<file path="src/rtl/fmul_pkg.sv">
// Shared fp16 multiply-issue types and constants for the scoreboard machine.
package fmul_pkg;

  localparam int FP16_W       = 16;
  localparam int FP16_SIGN    = 15;
  localparam int FP16_EXP_MSB = 14;
  localparam int FP16_EXP_LSB = 10;
  localparam int FP16_MAN_MSB = 9;
  localparam int FP16_MAN_LSB = 0;
  localparam int FP16_BIAS    = 15;

  // Records are sized for the widest legal configuration (8 requesters,
  // 8-bit tags); narrower instances zero-extend on capture.
  localparam int TAG_MAX_W = 8;
  localparam int SRC_MAX_W = 3;

  typedef struct packed {
    logic [FP16_W-1:0]    a;
    logic [FP16_W-1:0]    b;
    logic [TAG_MAX_W-1:0] tag;
  } fmul_req_t;

  typedef struct packed {
    logic [FP16_W-1:0]    data;
    logic [TAG_MAX_W-1:0] tag;
    logic [SRC_MAX_W-1:0] src;
  } fmul_res_t;

endpackage

</file>
<file path="src/rtl/fmul_issue_arbiter_if.sv">
// Request / multiplier / writeback bundle of the shared fp16 multiplier.
interface fmul_issue_arbiter_if #(
  parameter int NUM_REQ = 4,
  parameter int TAG_W   = 4
);
  import fmul_pkg::*;
  localparam int SRC_W = $clog2(NUM_REQ);

  logic [NUM_REQ-1:0]             req_valid;
  logic [NUM_REQ-1:0][FP16_W-1:0] req_a;
  logic [NUM_REQ-1:0][FP16_W-1:0] req_b;
  logic [NUM_REQ-1:0][TAG_W-1:0]  req_tag;
  logic [NUM_REQ-1:0]             req_ready;
  logic [FP16_W-1:0]              mul_a;
  logic [FP16_W-1:0]              mul_b;
  logic [FP16_W-1:0]              mul_o;
  logic                           res_valid;
  logic [FP16_W-1:0]              res_data;
  logic [TAG_W-1:0]               res_tag;
  logic [SRC_W-1:0]               res_src;
  logic                           res_ready;

  modport slave (
    input  req_valid, req_a, req_b, req_tag, mul_o, res_ready,
    output req_ready, mul_a, mul_b, res_valid, res_data, res_tag, res_src
  );

  modport master (
    output req_valid, req_a, req_b, req_tag, mul_o, res_ready,
    input  req_ready, mul_a, mul_b, res_valid, res_data, res_tag, res_src
  );
endinterface

</file>
<file path="src/rtl/rr_arbiter.sv">
// Round-robin picker: search starts at the pointer, which moves past the
// winner only when the grant is actually taken (adv && any request).
module rr_arbiter #(
  parameter int NUM_REQ = 4
) (
  input  logic                       clk,
  input  logic                       rst,
  input  logic [NUM_REQ-1:0]         req,
  input  logic                       adv,
  output logic [NUM_REQ-1:0]         grant,
  output logic [$clog2(NUM_REQ)-1:0] idx
);
  localparam int IDX_W = $clog2(NUM_REQ);

  logic [IDX_W-1:0] ptr;

  // first set request at or after the pointer, wrapping modulo NUM_REQ
  always_comb begin
    logic             found;
    logic [IDX_W-1:0] j;
    grant = '0;
    idx   = '0;
    found = 1'b0;
    j     = '0;
    for (int k = 0; k < NUM_REQ; k++) begin
      j = IDX_W'((int'(ptr) + k) % NUM_REQ);
      if (!found && req[j]) begin
        grant[j] = 1'b1;
        idx      = j;
        found    = 1'b1;
      end
    end
  end

  // pointer moves one past the winner on every taken grant
  always_ff @(posedge clk) begin
    if (rst)
      ptr <= '0;
    else if (adv && |req)
      ptr <= (idx == IDX_W'(NUM_REQ - 1)) ? '0 : idx + 1'b1;
  end
endmodule

</file>
<file path="src/rtl/fmul_issue_arbiter.sv">
// Shares one combinational fp16 multiplier among NUM_REQ requesters.
// Round-robin issue into a LATENCY-deep delay pipe with whole-pipe stall on
// result backpressure. Optional FMUL_ARB_STATS_EN adds issue/stall counters.
module fmul_issue_arbiter
  import fmul_pkg::*;
#(
  parameter int NUM_REQ = 4,
  parameter int LATENCY = 3,
  parameter int TAG_W   = 4
) (
  input logic clk,
  input logic rst,
  fmul_issue_arbiter_if.slave bus
`ifdef FMUL_ARB_STATS_EN
  ,
  output logic [31:0] stat_issue_cnt,
  output logic [31:0] stat_stall_cnt
`endif
);
  localparam int SRC_W  = $clog2(NUM_REQ);
  localparam int STAGES = LATENCY - 1;

  logic [NUM_REQ-1:0] grant;
  logic [SRC_W-1:0]   win;
  logic               advance;
  logic               issue;

  logic [STAGES:0]      vld_pipe;
  fmul_req_t            s0;
  logic [SRC_MAX_W-1:0] s0_src;
  fmul_res_t            pipe [STAGES:1];

  assign advance = !(vld_pipe[STAGES] && !bus.res_ready);

  rr_arbiter #(.NUM_REQ(NUM_REQ)) u_rr (
    .clk   (clk),
    .rst   (rst),
    .req   (bus.req_valid),
    .adv   (advance),
    .grant (grant),
    .idx   (win)
  );

  // grant only while the pipe can move and never during reset
  always_comb begin
    bus.req_ready = '0;
    if (!rst && advance)
      bus.req_ready = grant;
  end

  assign issue = |(bus.req_valid & bus.req_ready);

  // stage 0 captures the winner's operands (or a bubble); later stages carry
  // the product; everything freezes together while the result is blocked
  always_ff @(posedge clk) begin
    if (rst) begin
      vld_pipe <= '0;
      s0       <= '0;
      s0_src   <= '0;
      for (int k = 1; k <= STAGES; k++)
        pipe[k] <= '0;
    end else if (advance) begin
      vld_pipe <= {vld_pipe[STAGES-1:0], issue};
      if (issue) begin
        s0.a   <= bus.req_a[win];
        s0.b   <= bus.req_b[win];
        s0.tag <= TAG_MAX_W'(bus.req_tag[win]);
        s0_src <= SRC_MAX_W'(win);
      end
      pipe[1].data <= bus.mul_o;
      pipe[1].tag  <= s0.tag;
      pipe[1].src  <= s0_src;
      for (int k = 2; k <= STAGES; k++)
        pipe[k] <= pipe[k-1];
    end
  end

  assign bus.mul_a     = s0.a;
  assign bus.mul_b     = s0.b;
  assign bus.res_valid = vld_pipe[STAGES];
  assign bus.res_data  = pipe[STAGES].data;
  assign bus.res_tag   = TAG_W'(pipe[STAGES].tag);
  assign bus.res_src   = SRC_W'(pipe[STAGES].src);

`ifdef FMUL_ARB_STATS_EN
  // free-running wrap counters of issues and of cycles a request was blocked
  always_ff @(posedge clk) begin
    if (rst) begin
      stat_issue_cnt <= '0;
      stat_stall_cnt <= '0;
    end else begin
      if (issue)
        stat_issue_cnt <= stat_issue_cnt + 32'd1;
      if (!advance && |bus.req_valid)
        stat_stall_cnt <= stat_stall_cnt + 32'd1;
    end
  end
`endif
endmodule

</file>
<file path="src/flat_wrapper.sv">
// flat-port wrapper written by rule: the top's interface ports become plain ports
module fmul_issue_arbiter_flat import fmul_pkg::*;
#(
  parameter int NUM_REQ = 4,
  parameter int LATENCY = 3,
  parameter int TAG_W   = 4
)
  (clk, rst, bus_req_valid, bus_req_a, bus_req_b, bus_req_tag, bus_mul_o, bus_res_ready, bus_req_ready, bus_mul_a, bus_mul_b, bus_res_valid, bus_res_data, bus_res_tag, bus_res_src);
  fmul_issue_arbiter_if #(.NUM_REQ(NUM_REQ), .TAG_W(TAG_W)) bus_i ();
  input logic clk;
  input logic rst;
  input wire logic [$bits(bus_i.req_valid)-1:0] bus_req_valid;
  input wire logic [$bits(bus_i.req_a)-1:0] bus_req_a;
  input wire logic [$bits(bus_i.req_b)-1:0] bus_req_b;
  input wire logic [$bits(bus_i.req_tag)-1:0] bus_req_tag;
  input wire logic [$bits(bus_i.mul_o)-1:0] bus_mul_o;
  input wire logic [$bits(bus_i.res_ready)-1:0] bus_res_ready;
  output wire logic [$bits(bus_i.req_ready)-1:0] bus_req_ready;
  output wire logic [$bits(bus_i.mul_a)-1:0] bus_mul_a;
  output wire logic [$bits(bus_i.mul_b)-1:0] bus_mul_b;
  output wire logic [$bits(bus_i.res_valid)-1:0] bus_res_valid;
  output wire logic [$bits(bus_i.res_data)-1:0] bus_res_data;
  output wire logic [$bits(bus_i.res_tag)-1:0] bus_res_tag;
  output wire logic [$bits(bus_i.res_src)-1:0] bus_res_src;
  assign bus_i.req_valid = bus_req_valid;
  assign bus_i.req_a = bus_req_a;
  assign bus_i.req_b = bus_req_b;
  assign bus_i.req_tag = bus_req_tag;
  assign bus_i.mul_o = bus_mul_o;
  assign bus_i.res_ready = bus_res_ready;
  assign bus_req_ready = bus_i.req_ready;
  assign bus_mul_a = bus_i.mul_a;
  assign bus_mul_b = bus_i.mul_b;
  assign bus_res_valid = bus_i.res_valid;
  assign bus_res_data = bus_i.res_data;
  assign bus_res_tag = bus_i.res_tag;
  assign bus_res_src = bus_i.res_src;
  fmul_issue_arbiter #(.NUM_REQ(NUM_REQ), .LATENCY(LATENCY), .TAG_W(TAG_W)) u_core (.clk(clk), .rst(rst), .bus(bus_i));
endmodule
</file>
<file path="config.mk">
export PLATFORM = sky130hd
export DESIGN_NAME = fmul_issue_arbiter_flat
export DESIGN_NICKNAME = d
export VERILOG_FILES = /design/src/rtl/fmul_pkg.sv /design/src/rtl/fmul_issue_arbiter_if.sv /design/src/rtl/rr_arbiter.sv /design/src/rtl/fmul_issue_arbiter.sv /design/src/flat_wrapper.sv
export SDC_FILE = /design/constraint.sdc
export NUM_CORES = 1
export LEC_CHECK = 0
export BUFFER_PORTS_ARGS = -buffer_cell sky130_fd_sc_hd__buf_2
export CAP_MARGIN = 20
export CORE_MARGIN = 3
export CORE_UTILIZATION = 45
export CTS_CLUSTER_DIAMETER = 60
export DETAILED_ROUTE_END_ITERATION = 7
export GPL_ROUTABILITY_DRIVEN = 0
export PLACE_DENSITY = 0.77
export SYNTH_ARGS = -nofsm -noshare
export SYNTH_HDL_FRONTEND = slang
export SYNTH_SLANG_ARGS = --single-unit
</file>
<file path="constraint.sdc">
create_clock -name clk -period 3.6 [get_ports clk]
set_clock_uncertainty 0.2 [all_clocks]
set_input_delay 0.72 -clock clk [delete_from_list [all_inputs] [get_ports clk]]
set_output_delay 0.72 -clock clk [all_outputs]
set_load 0.05 [all_outputs]
</file>
Word level (Yosys, flattened, before mapping)
Memories as Yosys holds them, arrays and structs flattened. Cells that the tools add are included.

Bitwise operators: 9. Magnitude comparators: 9. $mul: 0. Shift operators: 0. Divide/modulo/power cells: 0. Muxes and demuxes: 44. Equal/unequal tests: 1. Add/subtract/negate cells: 4. Reduce and logical (&&, ||, !) cells: 19.

Operators by type and width (number): 16-bit binary-select mux with 2-bit select (2); 16-bit 2-to-1 mux (3); 27-bit 2-to-1 mux (1); 4-bit 2-to-1 mux (6); 1-bit 2-to-1 mux (16); 2-bit by 3-bit < comparator with 1-bit output (second input constant) (5); 4-bit OR (3); 1-bit logical AND (10); 2-bit 2-to-1 mux (5); 1-bit binary-select mux with 2-bit select (4); 4-bit binary-select mux with 2-bit select (1); 1-bit demux with 2-bit select (4); 2-bit by 1-bit greater-or-equal comparator with 1-bit output (second input constant) (4); 8-bit 2-to-1 mux (1); 4-bit OR reduction (2); 1-bit zero test (6); 2-bit by 1-bit adder with 2-bit output (second input constant) (2); 2-bit adder (second input constant) (2); 4-bit AND (1); 1-bit OR (4); 3-bit 2-to-1 mux (1); 2-bit == test (second input constant) (1); 2-bit AND reduction (1); 1-bit NOT (1).

RAM bits: 54. Word-level logic and storage cells: 93. Memories: 1. Register bits after elaboration: 43. Bits in read-only memories: 0. Bits in latches: 0.

Memories: u_core.pipe (depth 2, bits a word 27, read ports 2, clocked after memory_dff 0, wr ports 2, RTL line fmul_issue_arbiter.sv:31) `fmul_res_t pipe [STAGES:1];`.

Longest topological paths before layout
Depth after elaboration: 16. Mapped depth: 13.

Modules after synthesis
From an unflattened synthesis, not the netlist that was laid out.

Cell total of the unflattened synthesis: 465. Area total of the unflattened synthesis: 5487.8 um2.

By module, submodules not included: fmul_issue_arbiter (cells each 405, times used 1, area an instance 4963.5 um2); rr_arbiter (cells each 60, times used 1, area an instance 524.3 um2).

Least setup slack after synthesis
OpenSTA, ideal clock, no wires.

Path type: reg2out. Start point: register with a tool-made name. End point: output bus_req_ready[3]. Stages on the path, launching flop included: 10. Path slack: 0.101 ns. Data required time: 2.680 ns. Arrival: 2.579 ns. Path buffers: 2. Cell sequence: dfxtp_1 > buf_6 > inv_1 > ha_1 > buf_2 > nor4b_1 > o21ai_0 > and2_1 > o221a_1 > nor2_1.

RTL lines: to (decl) (RTL line flat_wrapper.sv:18) `output wire logic [$bits(bus_i.req_ready)-1:0] bus_req_ready;`.

==> flow_summary.yaml <==
outcome:
  status: "completed"
placement:
  port_buffers: 225
  place_inst: 837
  dp.final_hpwl_mm: 10.4
grt:
  grt_max_degree: 77
  overflow: 0
  grt_use_total: 0.207
  grt_pass1_vias: 4778
  antenna_found_initial: 0
  grt_pass1_wl_mm: 22.8
yosys:
  syn_avg_cell_area_um2: 10.2
  ys_ff_latch: 87
  synth_top_area_share: 0.240
  synth_seq_area_share: 0.396
  synthDistinctLibCells: 50
  yosys_warnings: 0
  syn_area_mm2: 0.00551
  synthArstFlopShare: 0
  synth_edf_count: 44
  synth-main-ff-cell: "edfxtp_1"
  synth_top_area_cell: "edfxtp_1"
  ys_top_cells_by_area: "edfxtp_1 24%, dfxtp_1 16%, mux2i_1 14%"
  synth_fp_nets: 713
  syn_inst: 539
setup_path:
  cp_max_fo: 4
  arrival_ns: 2.57
  cp.required_ns: 2.68
  critPathKind: "flip-flop to primary output"
  start_kind: "flip-flop"
  endpoint_kind: "primary output"
sta:
  post-route-period-util: 0.969
  max_slew_margin: 0.469
  finalCriticalPeriod_ns: 3.49
  finalSetupViolations: 0
  maxSlewViolCount: 0
  finalHoldViolCount: 0
  tightestPinTransition_ns: 0.795
  fmax_ghz: 0.287
drt:
  via_per_inst: 5.60
  first_pass_iters: 7
  vias: 4783
  drc: 0
  ant_nets: 0
  drt_iter0_drc: 316
  routedWlPerCell_um: 17.1
  wirelength_mm: 14.6
cts:
  hold_buffers: 0
  cts_buffer_depth: 2
  cts_buffers: 9
  clock-sinks: 87
  cts_tree: "done"
  ctsHtreeMaxLevel: 3
  cts-root-buf: "clkbuf_16"
  clk_pin_slew_ns: 0.07
  clk_latency_ns: 0.33
cells_and_area:
  syn_to_final_growth_pct: 24.5
  most-common-layout-cells: "224 x buf_2, 86 x nand2_1, 75 x mux2i_1"
  nNetsFinal: 880
  drive_gt1_frac: 0.415
  fin_util: 0.585
  instances_no_fill: 854
  insertedDiodeCount: 0
  final_common_cell: "buf_2"
floorplan:
  chipHeight_um: 117
  die_w_um: 117
  dieArea_mm2: 0.0136
  ios: 226
  core_area_mm2: 0.0117
  rows: 39
  initial_core_util: 0.470
job:
  drv_cap: 0
power_and_ir_drop:
  pwr_density_cell_mw_per_mm2: 861
  leakage_nw: 3.71
  worst_ir_drop_vdd_mv: 0.470
  finalPower_w: 0.00590
hold_path:
  min_path_type: "flip-flop to flip-flop"
  min-delay-start: "u_core.s0_src[0]"
[worst paths after layout]
path,end,slack (ns),cells after the start
worst max-delay path,bus_req_ready[1],0.11,8
worst min-delay path,u_core.s0_src[0],0.25,2
worst max register to register,u_core.bus.mul_a[2],0.37,11
worst min register to register,u_core.s0_src[0],0.25,2
[per-stage QoR]
step	instance area [um2]	hold slack (ns)	setup TNS [ns]	setup WS [ns]
floorplan	5510	0.224	0	0.101
global placement	6490	0.235	0	0.279
detailed placement	6490	0.241	0	0.251
CTS	6790	0.250	0	0.00692
global route	6860	0.274	-0.0210	-0.0191
finish	6860	0.250	0	0.111
[cell usage after synthesis, types with 2 or more instances]
cell type and instances:
dfxtp_1 43, clkbuf_1 28, mux2i_4 2, a211oi_1 2, buf_2 16, nor3_1 2
mux2i_1 76, o22ai_1 3, mux2_2 3, ha_1 7, nand2b_1 4, edfxtp_1 44
nor3b_1 2, a41o_1 36, xnor2_1 2, nand2_1 88, a32o_1 2, inv_1 5
o21ai_1 3, nor4b_2 18, buf_4 34, buf_6 5, nor2_1 17, buf_1 3
and2_1 2, and3_1 47, o21ai_0 4, nor4b_1 19
[worst max-delay path: stages, from the launching register on]
cell and delay, ns:
dfxtp_1 0.35, inv_1 0.11, ha_4 0.30, mux2_2 0.38, mux2i_2 0.31, a2111oi_4 0.13, o2bb2ai_1 0.23, and2_1 0.16
buf_2 0.27
[area by class of cell]
cell class / instances / area, um2
multi-input combinational: 361 / 2890
fill: 1005 / 4850
tap: 143 / 179
timing repair buffer: 242 / 1280
sequential: 87 / 2180
inverter: 5 / 18.8
clock inverter: 7 / 75.1
clock buffer: 9 / 225
[logic make-up after synthesis]
logic type / synth area share
flip-flops: 0.396
AO/OA/AOI/OAI: 0.107
XOR/XNOR: 0.00318
multiplexers: 0.160
adder cells (fa/ha/maj): 0.0159
buffers and inverters: 0.0956
AND/OR/NAND/NOR: 0.223
[flip-flops by register name (all words and copies together), names as in the netlist, named ones only]
signal	cells
u_core.bus.mul_b	16
u_core.vld_pipe	3
u_core.u_rr.ptr	1
u_core.pipe	44
u_core.bus.mul_a	16
u_core.s0_src	2
u_core.s0	4
[per-layer routing]
layer  GRT usage  part of all wire  up-vias
met5           0                 0        -
met4      0.0482            0.0099        0
met3      0.0466             0.073       15
met2       0.372              0.52      205
met1       0.252              0.40     2259
li1            -                 -     2304
[repair_timing]
action,4_1_cts,5_1_grt
gates resized for setup,1,11
gates cloned,0,0
setup buffers,0,1
pin swaps,1,1
setup endpoints to repair,1,4
[power breakdown]
group,switching (W),internal [W],total [W]
Sequential,0.000128,0.00136,0.00149
Combinational,0.00228,0.00121,0.00349
Clock,0.000432,0.000491,0.000923
Total,0.00284,0.00306,0.00590
No activity file was read; power rests on OpenSTA's default activity.
